**config.mk**
```make
export PLATFORM = sky130hd
export DESIGN_NAME = tone_reg_scheduler
export DESIGN_NICKNAME = d
export VERILOG_FILES = /design/src/rtl/tone_pkg.sv /design/src/rtl/reg_write_fifo.sv /design/src/rtl/tone_reg_scheduler.sv
export SDC_FILE = /design/constraint.sdc
export NUM_CORES = 1
export LEC_CHECK = 0
export ABC_AREA = 1
export CAP_MARGIN = 20
export CORE_MARGIN = 1.5
export CORE_UTILIZATION = 45
export CTS_BUF_LIST = sky130_fd_sc_hd__clkbuf_8 sky130_fd_sc_hd__clkbuf_16
export CTS_CLUSTER_DIAMETER = 50
export DETAILED_ROUTE_END_ITERATION = 7
export PLACE_DENSITY_LB_ADDON = 0.3
export SETUP_SLACK_MARGIN = 0.1
export SYNTH_ARGS = -nofsm -noshare
export SYNTH_HDL_FRONTEND = slang
export SYNTH_SLANG_ARGS = --single-unit
```
**constraint.sdc**
```tcl
create_clock -name clk_in -period 3.42 [get_ports clk_in]
set_input_delay 0.342 -clock clk_in [delete_from_list [all_inputs] [get_ports clk_in]]
set_output_delay 0.342 -clock clk_in [all_outputs]
set_load 0.05 [all_outputs]
```
**src/rtl/tone_pkg.sv**
```systemverilog
// Shared constants and state type for the tone register scheduler.
package tone_pkg;

  localparam int WORD_W = 16;
  localparam int ADDR_W = 4;

  // Queue entries carrying these addresses are control operations rather than
  // register writes.
  localparam logic [ADDR_W-1:0] ADDR_OVF_CLR = 4'hE;
  localparam logic [ADDR_W-1:0] ADDR_COMMIT  = 4'hF;

  typedef enum logic [1:0] {
    IDLE      = 2'd0,
    WAIT_TICK = 2'd1,
    COPY      = 2'd2
  } state_e;

endpackage

```
**src/rtl/reg_write_fifo.sv**
```systemverilog
// Small synchronous FIFO holding decoded {addr,data} register writes.
// The full flag is the registered occupancy, so a push into a full queue is
// refused even when a pop happens in the same cycle.
module reg_write_fifo #(
  parameter  int DEPTH = 4,
  parameter  int WIDTH = 20,
  localparam int PTR_W = $clog2(DEPTH),
  localparam int LVL_W = PTR_W + 1
) (
  input  logic             clk_i,
  input  logic             rst_ni,
  input  logic             push_i,
  input  logic [WIDTH-1:0] data_i,
  input  logic             pop_i,
  output logic [WIDTH-1:0] data_o,
  output logic [LVL_W-1:0] level_o,
  output logic             full_o,
  output logic             empty_o
);

  logic [WIDTH-1:0] mem_q [DEPTH];
  logic [PTR_W-1:0] wr_ptr_q;
  logic [PTR_W-1:0] rd_ptr_q;
  logic [LVL_W-1:0] level_q;
  logic             push_ok;
  logic             pop_ok;

  assign full_o  = (level_q == LVL_W'(DEPTH));
  assign empty_o = (level_q == '0);
  assign push_ok = push_i && !full_o;
  assign pop_ok  = pop_i && !empty_o;
  assign data_o  = mem_q[rd_ptr_q];
  assign level_o = level_q;

  // Storage needs no reset; occupancy and pointers define what is valid.
  always_ff @(posedge clk_i) begin
    if (push_ok) begin
      mem_q[wr_ptr_q] <= data_i;
    end
  end

  // Pointer and occupancy bookkeeping; pointers wrap naturally (power-of-two depth).
  always_ff @(posedge clk_i) begin
    if (!rst_ni) begin
      wr_ptr_q <= '0;
      rd_ptr_q <= '0;
      level_q  <= '0;
    end else begin
      if (push_ok) wr_ptr_q <= wr_ptr_q + PTR_W'(1);
      if (pop_ok)  rd_ptr_q <= rd_ptr_q + PTR_W'(1);
      case ({push_ok, pop_ok})
        2'b10:   level_q <= level_q + LVL_W'(1);
        2'b01:   level_q <= level_q - LVL_W'(1);
        default: level_q <= level_q;
      endcase
    end
  end

endmodule

```
**src/rtl/tone_reg_scheduler.sv**
```systemverilog
// Queues decoded register writes, drains them into shadow registers, and on a
// commit copies every shadow into the active array starting at the next sample
// tick so all channels change on the same frame boundary.
//
//  state     | meaning
//  IDLE      | draining the write queue, one entry per cycle
//  WAIT_TICK | commit popped; drain halted until the next sample tick
//  COPY      | shadow[idx] -> active[idx] on cycles the engine is not reading
module tone_reg_scheduler
  import tone_pkg::*;
#(
  parameter  int NUM_CH     = 4,
  parameter  int FIFO_DEPTH = 4,
  localparam int LVL_W      = $clog2(FIFO_DEPTH) + 1
) (
  input  logic              clk_in,
  input  logic              reset_n_in,
  input  logic [ADDR_W-1:0] wr_addr_in,
  input  logic [WORD_W-1:0] wr_data_in,
  input  logic              wr_valid_in,
  input  logic              sample_tick_in,
  input  logic              rd_req_in,
  input  logic [ADDR_W-1:0] rd_addr_in,
  output logic [WORD_W-1:0] rd_data_out,
  output logic              rd_valid_out,
  output logic              commit_busy_out,
  output logic              overflow_out,
  output logic [LVL_W-1:0]  fifo_level_out
);

  localparam int                NUM_REGS = 2 * NUM_CH;
  localparam int                FIFO_W   = ADDR_W + WORD_W;
  localparam logic [ADDR_W-1:0] LAST_IDX = ADDR_W'(NUM_REGS - 1);

  state_e              state_q, state_d;
  logic [ADDR_W-1:0]   idx_q, idx_d;
  logic                busy_q;
  logic                overflow_q;
  logic [WORD_W-1:0]   rd_data_q;
  logic                rd_valid_q;
  logic [WORD_W-1:0]   shadow_q [NUM_REGS];
  logic [WORD_W-1:0]   active_q [NUM_REGS];
  logic [WORD_W-1:0]   rd_word;

  logic                pop;
  logic                copy_en;
  logic [FIFO_W-1:0]   fifo_dout;
  logic                fifo_full;
  logic                fifo_empty;
  logic [ADDR_W-1:0]   pop_addr;
  logic [WORD_W-1:0]   pop_data;

  assign pop_addr = fifo_dout[FIFO_W-1 -: ADDR_W];
  assign pop_data = fifo_dout[WORD_W-1:0];

  reg_write_fifo #(
    .DEPTH (FIFO_DEPTH),
    .WIDTH (FIFO_W)
  ) u_fifo (
    .clk_i   (clk_in),
    .rst_ni  (reset_n_in),
    .push_i  (wr_valid_in),
    .data_i  ({wr_addr_in, wr_data_in}),
    .pop_i   (pop),
    .data_o  (fifo_dout),
    .level_o (fifo_level_out),
    .full_o  (fifo_full),
    .empty_o (fifo_empty)
  );

  // Next-state logic: drain in IDLE, wait for the frame tick, then copy with
  // engine reads taking the array port whenever they are requested.
  always_comb begin
    state_d = state_q;
    idx_d   = idx_q;
    pop     = 1'b0;
    copy_en = 1'b0;
    case (state_q)
      IDLE: begin
        if (!fifo_empty) begin
          pop = 1'b1;
          if (pop_addr == ADDR_COMMIT) state_d = WAIT_TICK;
        end
      end
      WAIT_TICK: begin
        if (sample_tick_in) begin
          state_d = COPY;
          idx_d   = '0;
        end
      end
      COPY: begin
        if (!rd_req_in) begin
          copy_en = 1'b1;
          if (idx_q == LAST_IDX) state_d = IDLE;
          else                   idx_d   = idx_q + ADDR_W'(1);
        end
      end
      default: state_d = IDLE;
    endcase
  end

  // State register; busy is registered from the next state so it tracks the FSM exactly.
  always_ff @(posedge clk_in) begin
    if (!reset_n_in) begin
      state_q <= IDLE;
      idx_q   <= '0;
      busy_q  <= 1'b0;
    end else begin
      state_q <= state_d;
      idx_q   <= idx_d;
      busy_q  <= (state_d != IDLE);
    end
  end

  // Drained register writes land in the shadow bank; unmapped addresses fall through.
  always_ff @(posedge clk_in) begin
    if (!reset_n_in) begin
      for (int i = 0; i < NUM_REGS; i++) shadow_q[i] <= '0;
    end else if (pop) begin
      for (int i = 0; i < NUM_REGS; i++) begin
        if (pop_addr == ADDR_W'(i)) shadow_q[i] <= pop_data;
      end
    end
  end

  // Active bank: written only by the commit copy, one word per granted cycle.
  always_ff @(posedge clk_in) begin
    if (!reset_n_in) begin
      for (int i = 0; i < NUM_REGS; i++) active_q[i] <= '0;
    end else if (copy_en) begin
      for (int i = 0; i < NUM_REGS; i++) begin
        if (idx_q == ADDR_W'(i)) active_q[i] <= shadow_q[i];
      end
    end
  end

  // Engine read mux; addresses past the array return zero.
  always_comb begin
    rd_word = '0;
    for (int i = 0; i < NUM_REGS; i++) begin
      if (rd_addr_in == ADDR_W'(i)) rd_word = active_q[i];
    end
  end

  // Registered read port; data holds between reads.
  always_ff @(posedge clk_in) begin
    if (!reset_n_in) begin
      rd_data_q  <= '0;
      rd_valid_q <= 1'b0;
    end else begin
      rd_valid_q <= rd_req_in;
      if (rd_req_in) rd_data_q <= rd_word;
    end
  end

  // Sticky overflow; a fresh drop in the same cycle as a clear keeps it set.
  always_ff @(posedge clk_in) begin
    if (!reset_n_in) begin
      overflow_q <= 1'b0;
    end else if (wr_valid_in && fifo_full) begin
      overflow_q <= 1'b1;
    end else if (pop && (pop_addr == ADDR_OVF_CLR)) begin
      overflow_q <= 1'b0;
    end
  end

  assign rd_data_out     = rd_data_q;
  assign rd_valid_out    = rd_valid_q;
  assign commit_busy_out = busy_q;
  assign overflow_out    = overflow_q;

endmodule
```
==> impl_metrics.json <==
{
  "outcome": "completed",
  "setup_viol": 0,
  "grt_max_degree": 49,
  "yosys-top-cells-area": "edfxtp_1 (67%), nor2_1 (6.8%), inv_1 (5.2%)",
  "grt_pass1_vias": 9013,
  "drt_iter0_markers": 843,
  "cts_tree": "built",
  "final_common_cell": "edfxtp_1",
  "finalSetupTns_ns": 0,
  "finalCritPeriodShare": 0.729,
  "io_pins": 51,
  "rows": 66,
  "multiInputGateArea_sq_um": 3190,
  "hold_path_depth": 4,
  "wl_mm": 32.1,
  "cts_root_buf": "clkbuf_16",
  "syn_avg_cell_area_sq_um": 11.3,
  "area_growth_syn_to_layout_pct": 15.5,
  "ys_types": 33,
  "cp_max_fo": 22,
  "max_slew_margin": 0.496,
  "slew_viol_final": 0,
  "cts.sinks": 370,
  "die_area_sq_um": 34400,
  "worstReg2RegEnd": "shadow_q[0][31]",
  "post_cts_buffers": 0,
  "clkTransAtPathRegs_ns": 0.06,
  "drive_above_1_share": 0.0837,
  "numCtsBuffers": 41,
  "syn_inst": 1327,
  "ctsHoldBuffers": 0,
  "yosysWarningCount": 0,
  "fmax_mhz": 401,
  "mostFrequentLayoutCells": "edfxtp_1 (336), nor2_1 (270), inv_1 (215)",
  "regArea_sq_um": 10800,
  "avgViaCountPerCell": 4.96,
  "wl_met2_mm": 15.4,
  "grt_pass1_wl_mm": 49.8,
  "post_dp_cell_area_sq_um": 16100,
  "cts_max_level": 2,
  "crit_required_ns": 3.57,
  "highest_layer": "met4",
  "core_area_sq_um": 32600,
  "dpl.hpwl_mm": 21.1,
  "fillers": 2789,
  "nNetsFinal": 1440,
  "synth-edff-count": 336,
  "worstPathArrival_ns": 2.65,
  "r2r_cells": 8,
  "synth-seq-cells": 370,
  "ant_nets": 0,
  "first_pass_iters": 5,
  "clock_path_buffers": 3,
  "hold_slack_ns": 0.420,
  "die_x_um": 185,
  "cp-start-kind": "register",
  "dieHeight_um": 185,
  "grtUsageTotal": 0.193,
  "ys_async_sr_fraction": 0,
  "wl_met1_mm": 13.8,
  "gr-total-overflow": 0,
  "final_cell_area_sq_um": 17300,
  "hold_start": "reset_n_in",
  "start_util": 0.459,
  "synth_top_area_frac": 0.674,
  "routabilityCongestion": 0.812,
  "p_total_mw": 11.8,
  "antenna_found_initial": 0,
  "crit_type": "reg -> reg",
  "num_antenna_cells": 0,
  "clk_latency_ns": 0.55,
  "syn_area_sq_um": 15000,
  "rsz0062_at_grt": "no",
  "peakVddDrop_uv": 399,
  "utilization": 0.530,
  "end_kind": "register",
  "total_leakage_power_nw": 6.85,
  "period_needed_ns": 2.49,
  "drc": 0,
  "wl_met3_mm": 1.84,
  "avgRoutedWirePerCell_um": 17.1,
  "worstHoldEndpoint": "u_fifo.level_o[2]",
  "dr_total_vias": 9306,
  "tightest_slew_ns": 0.755,
  "ys_seq_area_frac": 0.719,
  "port_buffers": 50,
  "hold_viol": 0,
  "synth_fp_nets": 1366,
  "cts-resized-gates": 0,
  "synth_flop_cell": "edfxtp_1",
  "powerDensity_nw_per_um2": 681,
  "rrSetupSlack_ns": 0.93,
  "drv_cap": 0,
  "clock_skew_ns": 0.0277,
  "hold_class": "in -> reg",
  "yosysTopAreaCell": "edfxtp_1"
}
cells in the mapped netlist, types with 6 or more instances:
| library cell | number |
|---|---|
| edfxtp_1 | 336 |
| nor2_1 | 271 |
| nand4_1 | 21 |
| nand2_1 | 159 |
| buf_2 | 19 |
| inv_2 | 6 |
| o21ai_0 | 60 |
| nand3_1 | 85 |
| a21oi_1 | 42 |
| inv_1 | 206 |
| dfxtp_1 | 34 |
| clkbuf_1 | 24 |
| ha_1 | 9 |
| o22ai_1 | 16 |
power breakdown:
group          internal, mW  total, mW  switching, mW
logic                 0.496       2.02           1.52
registers              5.58       5.74          0.166
clock network          2.27       4.02           1.75
stage by stage:
stage                     instances  setup WS (ns)
after floorplan                1327          0.362
after global placement         1800          0.970
after detailed placement       1800          0.909
after CTS                      1876          0.922
after global routing           1876          0.724
final                          1876          0.926
critical path: stages (launching register included):
cell and delay [ns]:
dfxtp_1 0.47, inv_2 0.22, buf_4 0.25, nand2_1 0.07, nand3_1 0.10, nand2_4 0.17
nand3_2 0.09, buf_4 0.20, nand2_1 0.54
how the worst max path moves through the flow:
stage	start	endpoint	slack, ns	cells after the start
3_5_place_dp	register	shadow_q[0][25]	0.91	8
3_3_place_gp	rd_req_in	active_q[1][11]	0.97	4
4_1_cts	register	shadow_q[0][31]	0.92	8
6_report	register	shadow_q[0][31]	0.93	8
2_1_floorplan	u_fifo.level_o[0]	shadow_q[1][32]	0.36	6
5_1_grt	register	shadow_q[0][21]	0.72	8
state kept, by name, indices dropped and copies added, names as in the netlist, named ones only:
register / flops
u_fifo.wr_ptr_q: 2
u_fifo.level_o: 3
rd_data_out: 16
u_fifo.rd_ptr_q: 2
idx_q: 4
shadow_q: 128
active_q: 128
commit_busy_out: 1
rd_valid_out: 1
state_q: 2
u_fifo.mem_q: 80
overflow_out: 1
final cells by class:
| type | instances | share of cell area |
|---|---|---|
| sequential | 370 | 0.623 |
| multi-input combinational | 692 | 0.184 |
| clock buffer | 41 | 0.0593 |
| inverter | 213 | 0.0462 |
| timing repair buffer | 83 | 0.0430 |
| tap | 442 | 0.0320 |
| clock inverter | 35 | 0.0125 |
routing by layer:
metal | vias up | GRT usage
li1 | 4547 | -
met1 | 4411 | 0.254
met2 | 272 | 0.323
met3 | 76 | 0.0303
met4 | 0 | 0.0758
met5 | - | 0
cell families (layout without fill, tap and decap cells):
family                     Yosys count  after routing  synth area share
AOI/OAI and AO/OA                  125            125            0.0446
xor gates and xnor gates             1              1          0.000585
adders and majority gates           10             10           0.00886
buffers and inverters              265            372            0.0695
DFF                                370            370             0.719
and+or+nand+nor                    556            556             0.157
Power figures use the tool's default switching activity.
